### src/rtl/ex_mem_if.sv
// EX -> MEM boundary bundle: EX-stage inputs to the latch and registered MEM-stage outputs.
interface ex_mem_if #(
    parameter int unsigned WORD_W = 32,
    parameter int unsigned REG_AW = 5
);
    logic              ex_valid;
    logic [WORD_W-1:0] portout;
    logic              zero;
    logic              negative;
    logic              overflow;
    logic [WORD_W-1:0] ex_pc;
    logic [REG_AW-1:0] ex_rd;
    logic              ex_regwen;
    logic              ex_dren;
    logic              ex_dwen;
    logic [WORD_W-1:0] ex_store_data;
    logic [2:0]        ex_brtype;
    logic [WORD_W-1:0] ex_brtarget;
    logic              ex_ovf_chk;
    logic              ex_halt;
    logic              stall;
    logic              flush;
    logic              dhit;

    logic              mem_valid;
    logic [WORD_W-1:0] mem_aluout;
    logic [WORD_W-1:0] mem_pc;
    logic [REG_AW-1:0] mem_rd;
    logic              mem_regwen;
    logic              mem_dren;
    logic              mem_dwen;
    logic [WORD_W-1:0] mem_store_data;
    logic              mem_br_taken;
    logic [WORD_W-1:0] mem_br_target;
    logic              mem_halt;
    logic              mem_exc;

    // Upstream pipeline / control side
    modport master (
        output ex_valid, portout, zero, negative, overflow, ex_pc, ex_rd, ex_regwen,
               ex_dren, ex_dwen, ex_store_data, ex_brtype, ex_brtarget, ex_ovf_chk,
               ex_halt, stall, flush, dhit,
        input  mem_valid, mem_aluout, mem_pc, mem_rd, mem_regwen, mem_dren, mem_dwen,
               mem_store_data, mem_br_taken, mem_br_target, mem_halt, mem_exc
    );

    // The pipeline latch itself
    modport slave (
        input  ex_valid, portout, zero, negative, overflow, ex_pc, ex_rd, ex_regwen,
               ex_dren, ex_dwen, ex_store_data, ex_brtype, ex_brtarget, ex_ovf_chk,
               ex_halt, stall, flush, dhit,
        output mem_valid, mem_aluout, mem_pc, mem_rd, mem_regwen, mem_dren, mem_dwen,
               mem_store_data, mem_br_taken, mem_br_target, mem_halt, mem_exc
    );
endinterface

### src/rtl/ex_mem_latch.sv
// EX/MEM pipeline register: branch resolution, stall/flush, dcache request clear on dhit, sticky halt.
// Optional overflow trap enabled by defining ALU_OVF_TRAP_EN.
module ex_mem_latch #(
    parameter int unsigned WORD_W = 32,
    parameter int unsigned REG_AW = 5
) (
    input logic     CLK,
    input logic     nRST,
    ex_mem_if.slave bus
);

    typedef enum logic [2:0] {
        BR_NONE = 3'd0,
        BR_EQ   = 3'd1,
        BR_NE   = 3'd2,
        BR_LT   = 3'd3,
        BR_GE   = 3'd4,
        BR_LTU  = 3'd5,
        BR_GEU  = 3'd6,
        BR_JUMP = 3'd7
    } br_e;

    typedef struct packed {
        logic              valid;
        logic [WORD_W-1:0] aluout;
        logic [WORD_W-1:0] pc;
        logic [REG_AW-1:0] rd;
        logic              regwen;
        logic              dren;
        logic              dwen;
        logic [WORD_W-1:0] store_data;
        logic              br_taken;
        logic [WORD_W-1:0] br_target;
        logic              exc;
    } stage_t;

    stage_t stage_q, stage_d;
    stage_t capture_c;
    logic   halt_q, halt_d;
    logic   br_taken_c;
    logic   ovf_trap_c;

    // Unsigned compares arrive as SLTU, so the result bit is portout[0]
    always_comb begin
        br_taken_c = 1'b0;
        case (br_e'(bus.ex_brtype))
            BR_NONE: br_taken_c = 1'b0;
            BR_EQ:   br_taken_c = bus.zero;
            BR_NE:   br_taken_c = ~bus.zero;
            BR_LT:   br_taken_c = bus.negative ^ bus.overflow;
            BR_GE:   br_taken_c = ~(bus.negative ^ bus.overflow);
            BR_LTU:  br_taken_c = bus.portout[0];
            BR_GEU:  br_taken_c = ~bus.portout[0];
            BR_JUMP: br_taken_c = 1'b1;
        endcase
    end

`ifdef ALU_OVF_TRAP_EN
    assign ovf_trap_c = bus.ex_valid & bus.ex_ovf_chk & bus.overflow;
`else
    logic unused_ovf_chk;
    assign unused_ovf_chk = bus.ex_ovf_chk;
    assign ovf_trap_c     = 1'b0;
`endif

    // Fields captured on a normal load; side effects suppressed for invalid or trapping slots
    always_comb begin
        capture_c            = '0;
        capture_c.valid      = bus.ex_valid;
        capture_c.aluout     = bus.portout;
        capture_c.pc         = bus.ex_pc;
        capture_c.rd         = bus.ex_rd;
        capture_c.regwen     = bus.ex_valid & bus.ex_regwen & ~ovf_trap_c;
        capture_c.dren       = bus.ex_valid & bus.ex_dren & ~ovf_trap_c;
        capture_c.dwen       = bus.ex_valid & bus.ex_dwen & ~ovf_trap_c;
        capture_c.store_data = bus.ex_store_data;
        capture_c.br_taken   = bus.ex_valid & br_taken_c;
        capture_c.br_target  = bus.ex_brtarget;
        capture_c.exc        = ovf_trap_c;
    end

    // Priority flush > stall > load; halt is sticky and turns later loads into bubbles
    always_comb begin
        stage_d = stage_q;
        halt_d  = halt_q;
        if (bus.flush) begin
            stage_d = '0;
        end else if (bus.stall) begin
            if (bus.dhit) begin
                stage_d.dren = 1'b0;
                stage_d.dwen = 1'b0;
            end
        end else if (halt_q) begin
            stage_d = '0;
        end else begin
            stage_d = capture_c;
            if (bus.ex_valid && bus.ex_halt) begin
                halt_d = 1'b1;
            end
        end
    end

    always_ff @(posedge CLK or negedge nRST) begin
        if (!nRST) begin
            stage_q <= '0;
            halt_q  <= 1'b0;
        end else begin
            stage_q <= stage_d;
            halt_q  <= halt_d;
        end
    end

    assign bus.mem_valid      = stage_q.valid;
    assign bus.mem_aluout     = stage_q.aluout;
    assign bus.mem_pc         = stage_q.pc;
    assign bus.mem_rd         = stage_q.rd;
    assign bus.mem_regwen     = stage_q.regwen;
    assign bus.mem_dren       = stage_q.dren;
    assign bus.mem_dwen       = stage_q.dwen;
    assign bus.mem_store_data = stage_q.store_data;
    assign bus.mem_br_taken   = stage_q.br_taken;
    assign bus.mem_br_target  = stage_q.br_target;
    assign bus.mem_halt       = halt_q;
    assign bus.mem_exc        = stage_q.exc;

endmodule

### src/flat_wrapper.sv
// flat-port wrapper written by rule: the top's interface ports become plain ports
module ex_mem_latch_flat 
#(
    parameter int unsigned WORD_W = 32,
    parameter int unsigned REG_AW = 5
)
  (CLK, nRST, bus_ex_valid, bus_portout, bus_zero, bus_negative, bus_overflow, bus_ex_pc, bus_ex_rd, bus_ex_regwen, bus_ex_dren, bus_ex_dwen, bus_ex_store_data, bus_ex_brtype, bus_ex_brtarget, bus_ex_ovf_chk, bus_ex_halt, bus_stall, bus_flush, bus_dhit, bus_mem_valid, bus_mem_aluout, bus_mem_pc, bus_mem_rd, bus_mem_regwen, bus_mem_dren, bus_mem_dwen, bus_mem_store_data, bus_mem_br_taken, bus_mem_br_target, bus_mem_halt, bus_mem_exc);
  ex_mem_if #(.WORD_W(WORD_W), .REG_AW(REG_AW)) bus_i ();
  input logic CLK;
  input logic nRST;
  input wire logic [$bits(bus_i.ex_valid)-1:0] bus_ex_valid;
  input wire logic [$bits(bus_i.portout)-1:0] bus_portout;
  input wire logic [$bits(bus_i.zero)-1:0] bus_zero;
  input wire logic [$bits(bus_i.negative)-1:0] bus_negative;
  input wire logic [$bits(bus_i.overflow)-1:0] bus_overflow;
  input wire logic [$bits(bus_i.ex_pc)-1:0] bus_ex_pc;
  input wire logic [$bits(bus_i.ex_rd)-1:0] bus_ex_rd;
  input wire logic [$bits(bus_i.ex_regwen)-1:0] bus_ex_regwen;
  input wire logic [$bits(bus_i.ex_dren)-1:0] bus_ex_dren;
  input wire logic [$bits(bus_i.ex_dwen)-1:0] bus_ex_dwen;
  input wire logic [$bits(bus_i.ex_store_data)-1:0] bus_ex_store_data;
  input wire logic [$bits(bus_i.ex_brtype)-1:0] bus_ex_brtype;
  input wire logic [$bits(bus_i.ex_brtarget)-1:0] bus_ex_brtarget;
  input wire logic [$bits(bus_i.ex_ovf_chk)-1:0] bus_ex_ovf_chk;
  input wire logic [$bits(bus_i.ex_halt)-1:0] bus_ex_halt;
  input wire logic [$bits(bus_i.stall)-1:0] bus_stall;
  input wire logic [$bits(bus_i.flush)-1:0] bus_flush;
  input wire logic [$bits(bus_i.dhit)-1:0] bus_dhit;
  output wire logic [$bits(bus_i.mem_valid)-1:0] bus_mem_valid;
  output wire logic [$bits(bus_i.mem_aluout)-1:0] bus_mem_aluout;
  output wire logic [$bits(bus_i.mem_pc)-1:0] bus_mem_pc;
  output wire logic [$bits(bus_i.mem_rd)-1:0] bus_mem_rd;
  output wire logic [$bits(bus_i.mem_regwen)-1:0] bus_mem_regwen;
  output wire logic [$bits(bus_i.mem_dren)-1:0] bus_mem_dren;
  output wire logic [$bits(bus_i.mem_dwen)-1:0] bus_mem_dwen;
  output wire logic [$bits(bus_i.mem_store_data)-1:0] bus_mem_store_data;
  output wire logic [$bits(bus_i.mem_br_taken)-1:0] bus_mem_br_taken;
  output wire logic [$bits(bus_i.mem_br_target)-1:0] bus_mem_br_target;
  output wire logic [$bits(bus_i.mem_halt)-1:0] bus_mem_halt;
  output wire logic [$bits(bus_i.mem_exc)-1:0] bus_mem_exc;
  assign bus_i.ex_valid = bus_ex_valid;
  assign bus_i.portout = bus_portout;
  assign bus_i.zero = bus_zero;
  assign bus_i.negative = bus_negative;
  assign bus_i.overflow = bus_overflow;
  assign bus_i.ex_pc = bus_ex_pc;
  assign bus_i.ex_rd = bus_ex_rd;
  assign bus_i.ex_regwen = bus_ex_regwen;
  assign bus_i.ex_dren = bus_ex_dren;
  assign bus_i.ex_dwen = bus_ex_dwen;
  assign bus_i.ex_store_data = bus_ex_store_data;
  assign bus_i.ex_brtype = bus_ex_brtype;
  assign bus_i.ex_brtarget = bus_ex_brtarget;
  assign bus_i.ex_ovf_chk = bus_ex_ovf_chk;
  assign bus_i.ex_halt = bus_ex_halt;
  assign bus_i.stall = bus_stall;
  assign bus_i.flush = bus_flush;
  assign bus_i.dhit = bus_dhit;
  assign bus_mem_valid = bus_i.mem_valid;
  assign bus_mem_aluout = bus_i.mem_aluout;
  assign bus_mem_pc = bus_i.mem_pc;
  assign bus_mem_rd = bus_i.mem_rd;
  assign bus_mem_regwen = bus_i.mem_regwen;
  assign bus_mem_dren = bus_i.mem_dren;
  assign bus_mem_dwen = bus_i.mem_dwen;
  assign bus_mem_store_data = bus_i.mem_store_data;
  assign bus_mem_br_taken = bus_i.mem_br_taken;
  assign bus_mem_br_target = bus_i.mem_br_target;
  assign bus_mem_halt = bus_i.mem_halt;
  assign bus_mem_exc = bus_i.mem_exc;
  ex_mem_latch #(.WORD_W(WORD_W), .REG_AW(REG_AW)) u_core (.CLK(CLK), .nRST(nRST), .bus(bus_i));
endmodule
### config.mk
export PLATFORM = sky130hd
export DESIGN_NAME = ex_mem_latch_flat
export DESIGN_NICKNAME = d
export VERILOG_FILES = /design/src/rtl/ex_mem_if.sv /design/src/rtl/ex_mem_latch.sv /design/src/flat_wrapper.sv
export SDC_FILE = /design/constraint.sdc
export NUM_CORES = 1
export LEC_CHECK = 0
export ABC_AREA = 0
export CAP_MARGIN = 30
export CORE_MARGIN = 4
export CORE_UTILIZATION = 41
export CTS_CLUSTER_SIZE = 10
export DETAILED_ROUTE_END_ITERATION = 10
export PLACE_DENSITY = 0.91
export SLEW_MARGIN = 10
export SYNTH_ARGS = -nofsm -noshare
export SYNTH_HDL_FRONTEND = slang
export SYNTH_SLANG_ARGS = --single-unit
### constraint.sdc
create_clock -name CLK -period 2.1 [get_ports CLK]
set_clock_uncertainty 0.05 [all_clocks]
set_input_delay 0.21 -clock CLK [delete_from_list [all_inputs] [get_ports CLK]]
set_output_delay 0.21 -clock CLK [all_outputs]
set_load 0.005 [all_outputs]
Word-level counts from Yosys, hierarchy flattened
Index checks and enable logic that the tools add are counted.
W data, S select, Z words.
{ "totals": {"inputBits": 150, "ff_bits": 140} }
{ "classes": {"eq_ne": 9, "reduce_logical": 3, "n_mux": 9, "bitwise": 10} }
{ "ops": {"columns": ["op", "n"], "rows": [
  ["$mux W139", 2],
  ["$mux W71", 1],
  ["$mux W66", 1],
  ["$eq A3 B3 Y1 const B", 4],
  ["$pmux W1 S8", 1],
  ["$eq A3 B2 Y1 const B", 2],
  ["$not A1 Y1", 5],
  ["$and A1 B1 Y1", 4],
  ["$mux W2", 2],
  ["$eq A3 B1 Y1 const B", 1],
  ["$logic_not A3 Y1", 1],
  ["$ne A3 B1 Y1 const B", 1],
  ["$mux W1", 2],
  ["$ne A2 B1 Y1 const B", 1],
  ["$reduce_and A2 Y1", 1],
  ["$logic_and A1 B1 Y1", 1],
  ["$xor A1 B1 Y1", 1]
]} }

Longest topological paths before layout
{ "logic_depth": {"word_depth": 7, "mapped_depth": 5, "ltp_nobuf": 4} }

Worst setup path after synthesis
No wires, ideal clock.
{ "synth_timing": {"kind": "flip-flop to flip-flop", "start": "register u_core.halt_q, in the netlist u_core.bus.mem_halt", "end": "register u_core.stage_q (netlist bit u_core.bus.mem_br_target[26])", "slack_ns": 0.807, "path_stages_with_launch": 5, "path_buffers": 2, "arrival_ns": 1.177, "cell_sequence": "dfrtp_1 > nor3_4 > buf_4 > buf_2 > a22o_1"} }
{ "synth_between": {"elab_chain_len": 3} }
{ "synth_lines": {"columns": ["element", "line_no", "text"], "rows": [
  ["start: declaration", "ex_mem_latch.sv:39", "logic halt_q, halt_d;"],
  ["start signal: assignment", "ex_mem_latch.sv:109", "halt_q <= halt_d;"],
  ["$mux W139", "ex_mem_latch.sv:93", "end else if (halt_q) begin"],
  ["$mux W66", "ex_mem_latch.sv:88", "end else if (bus.stall) begin"],
  ["$mux W139", "ex_mem_latch.sv:86", "if (bus.flush) begin"],
  ["end signal: assignment", "ex_mem_latch.sv:108", "stage_q <= stage_d;"],
  ["end: declaration", "ex_mem_latch.sv:37", "stage_t stage_q, stage_d;"]
]} }
Every way passes these cells. The select of a mux whose other input is x is not followed.
A chain may end at the register's enable or synchronous reset.

Worst setup path after layout
{ "layout_timing": {"start": "register u_core.halt_q, in the netlist u_core.bus.mem_halt", "end": "output port bus_mem_halt"} }
{ "layout_rtl": {"columns": ["element", "line_no", "text"], "rows": [
  ["end: declaration", "flat_wrapper.sv:39", "output wire logic [$bits(bus_i.mem_halt)-1:0] bus_mem_halt;"]
]} }
No word-level cell between the ends.

==> results.json <==
{
  "status": "finished, final reports clean",
  "worstMarginPinSlew_ns": 0.590,
  "powerDensity_nw_per_um2": 746,
  "cts_tree": "built",
  "maxCapViolCount": 0,
  "critical_path_class": "reg2out",
  "fmax_mhz": 594,
  "drc": 0,
  "grt_pass1_vias": 4560,
  "grt_antenna_before_repair": 0,
  "synthCells": 325,
  "grt_pass1_wl_microns": 24900,
  "hold-worst-slack_ns": 0.313,
  "drt_iter0_markers": 325,
  "cpLargestDelayFamily": "buffers and inverters",
  "grt_usage_pct": 22.7,
  "seq_area_frac_synth_pct": 69.9,
  "p_leak_nw": 3.86,
  "cts.clk_slew.worst_paths_ns": 0.05,
  "yosysMostFrequentCell": "dfrtp_1",
  "std_cell_rows": 39,
  "ys_ff_latch": 139,
  "post-route-min-period_ns": 1.68,
  "p_total_w": 0.00646,
  "place_congestion": 0.833,
  "synth.avg_cell_area_sq_um": 15.3,
  "netlist.area_leader.share_pct": 69.9,
  "synth_edf_count": 0,
  "p_sw_w": 0.00127,
  "grt_setup_unrepaired": "no",
  "totalWireLength_microns": 15900,
  "grt_use_met1_pct": 26.5,
  "synth_cell_types": 21,
  "grt-ovfl-total": 0,
  "ff2ff_path_depth": 3,
  "grt_max_degree": 79,
  "first_pass_iters": 4,
  "synth_common_cells": "dfrtp_1 (139), a22o_1 (136), buf_2 (19), buf_4 (6), clkbuf_1 (5)",
  "p_sw_share_pct": 19.6,
  "finalHoldViolations": 0,
  "synth_ff_type": "dfrtp_1",
  "clockRootBuffer": "clkbuf_16",
  "hpwl_microns": 11400,
  "critical_path_depth": 1,
  "final_nets": 760,
  "wl_per_cell_microns": 20.8,
  "insertedDiodeCount": 0,
  "setup_violations": 0,
  "cts.sinks": 139,
  "grt_util_met2_pct": 38.2,
  "viasPerCell": 5.39,
  "cts_buffers": 17,
  "irDropWorstVdd_v": 0.000491,
  "clock_path_buffers": 2,
  "htree_levels": 4,
  "areaGrowthSynthToFinish_pct": 74.0,
  "p_clk_share_pct": 49.3,
  "ctsResizeCount": 0,
  "post-cts-setup-buffer-count": 0,
  "p_seq_share_pct": 42.3,
  "synth-warning-count": 0,
  "synth_fp_nets": 475,
  "cp_cell_sequence": "clkdlybuf4s50_1",
  "grtUsageMet3_pct": 7.98,
  "synthTopCellsByArea": "dfrtp_1 (70%), a22o_1 (24%), buf_2 (1.9%), buf_4 (0.91%), clkbuf_1 (0.38%)",
  "path_max_fanout": 4,
  "final.period_utilization_pct": 80.2,
  "worst_setup_path_start_kind": "flop",
  "report.final.slew_viol_count": 0,
  "final_layout_size_suffix_gt1_share_pct": 6.75,
  "async_flop_share_pct": 100,
  "crit_arrival_ns": 1.42,
  "synthesis.area_sq_um": 4980,
  "crit_path_max_incr_delay_ns": 0.57,
  "top_usage_layer": "met2",
  "vias": 4121,
  "setup_tns_ns": 0,
  "die-width_microns": 118,
  "synth_top_area_cell": "dfrtp_1",
  "hold_path_class": "in2async",
  "maxSlewHeadroom_pct": 60.6,
  "die_y_microns": 118,
  "dieArea_sq_um": 14000,
  "drtAntennaViolNets": 0,
  "portBuffers": 287,
  "fp.coreArea_sq_um": 11700,
  "cp_data_required_time_ns": 1.84,
  "p_int_w": 0.00519,
  "cp_slowest_cell": "clkdlybuf4s50_1",
  "start_util_pct": 42.7,
  "clk_latency_ns": 0.40,
  "p_comb_share_pct": 8.4,
  "worst-path-buf-inv": 1,
  "pin_count": 290,
  "crit_path_end_kind": "output port"
}
-- stage by stage --
step | setup slack (ns) | area, sq um | util [%] | std cells
after floorplan | 0.807 | 4980 | - | 325
after global placement | 0.337 | 8010 | 68.7 | 733
after detailed placement | 0.249 | 8010 | 68.7 | 733
after CTS | 0.395 | 8660 | 74.3 | 765
after global routing | 0.333 | 8660 | 74.3 | 765
final | 0.417 | 8660 | 74.3 | 765
-- worst paths after layout --
| kind | startpoint | end | slack (ns) |
|---|---|---|---|
| worst min register to register | u_core.bus.mem_valid$_DFFE_PN0P_ | u_core.bus.mem_valid$_DFFE_PN0P_ | 0.43 |
| worst max-delay path | u_core.bus.mem_halt$_DFFE_PN0P_ | bus_mem_halt | 0.42 |
| max in group asynchronous | nRST | u_core.bus.mem_store_data[20]$_DFFE_PN0P_ | 1.05 |
| worst min-delay path | nRST | u_core.bus.mem_store_data[2]$_DFFE_PN0P_ | 0.31 |
| min in group CLK | bus_ex_pc[18] | u_core.bus.mem_pc[18]$_DFFE_PN0P_ | 0.35 |
| worst max register to register | u_core.bus.mem_halt$_DFFE_PN0P_ | u_core.bus.mem_aluout[27]$_DFFE_PN0P_ | 0.64 |
-- per-layer routing --
metal | part of all wire (%) | wire (microns)
met1 | 39 | 6150
met2 | 50 | 7970
met3 | 8.6 | 1380
met4 | 2.6 | 406
met5 | 0 | 0
-- state kept, by name, indices dropped and copies added (netlist names) --
register	cells
u_core.bus.mem_aluout	32
u_core.bus.mem_br_target	32
u_core.bus.mem_pc	32
u_core.bus.mem_store_data	32
u_core.bus.mem_rd	5
u_core.bus.mem_br_taken	1
u_core.bus.mem_dren	1
u_core.bus.mem_dwen	1
u_core.bus.mem_halt	1
u_core.bus.mem_regwen	1
u_core.bus.mem_valid	1
-- kinds of logic after synthesis --
group | count (synthesis) | share of synthesized area, %
DFF | 139 | 69.9
xor gates and xnor gates | 1 | 0.176
AOI/OAI and AO/OA | 144 | 25.0
and+or+nand+nor | 10 | 1.61
buffers and inverters | 30 | 3.19
other | 1 | 0.0754
-- placed cells by master, fill, tap and decap left out --
cell type / Yosys / final
nor4b_1: 1 / 1
buf_6: 0 / 1
clkinv_2: 0 / 3
a311o_1: 1 / 1
clkbuf_1: 5 / 2
conb_1: 1 / 1
dfrtp_1: 139 / 139
nand2_1: 1 / 1
dlygate4sd3_1: 0 / 1
o31ai_1: 1 / 1
clkbuf_8: 0 / 5
nor2_1: 2 / 2
clkdlybuf4s50_1: 0 / 286
buf_4: 6 / 2
a22o_1: 136 / 136
a31o_2: 1 / 1
nor2b_1: 3 / 2
nor2b_4: 0 / 1
o21ai_1: 1 / 1
o21ai_0: 2 / 2
nor3_4: 1 / 1
nor4b_2: 1 / 1
clkbuf_16: 0 / 17
xor2_1: 1 / 1
buf_12: 0 / 6
a21o_1: 1 / 1
bufinv_16: 0 / 4
nor4bb_1: 1 / 1
a31oi_1: 1 / 1
-- power groups by stage --
stage	Sequential [W]	Clock [W]	Combinational (W)
3_5_place_dp	0.00278	0	0.000540
3_3_place_gp	0.00278	0	0.000524
4_1_cts	0.00273	0.00324	0.000546
2_1_floorplan	0.00278	0	0.0000912
5_1_grt	0.00274	0.00338	0.000577
6_report	0.00273	0.00318	0.000539
-- cell type report --
type | count | area (sq um)
Clock buffer | 24 | 502
Clock inverter | 7 | 135
Fill cell | 693 | 3000
Multi-Input combinational cell | 156 | 1350
Sequential cell | 139 | 3480
Tap cell | 143 | 179
Timing Repair Buffer | 296 | 3020
-- repair_timing --
action                                  4_1_cts  5_1_grt
hold buffers                                  1        0
endpoints found under the hold margin        59        0
endpoints found under the setup margin        0        0
-- worst reg2reg max path, stage by stage, from the launching register on --
cell and delay [ns]:
dfrtp_1 0.44, nor3_4 0.32, buf_12 0.33, a22o_1 0.25
Note: power is estimated with default switching activity, not from simulation.
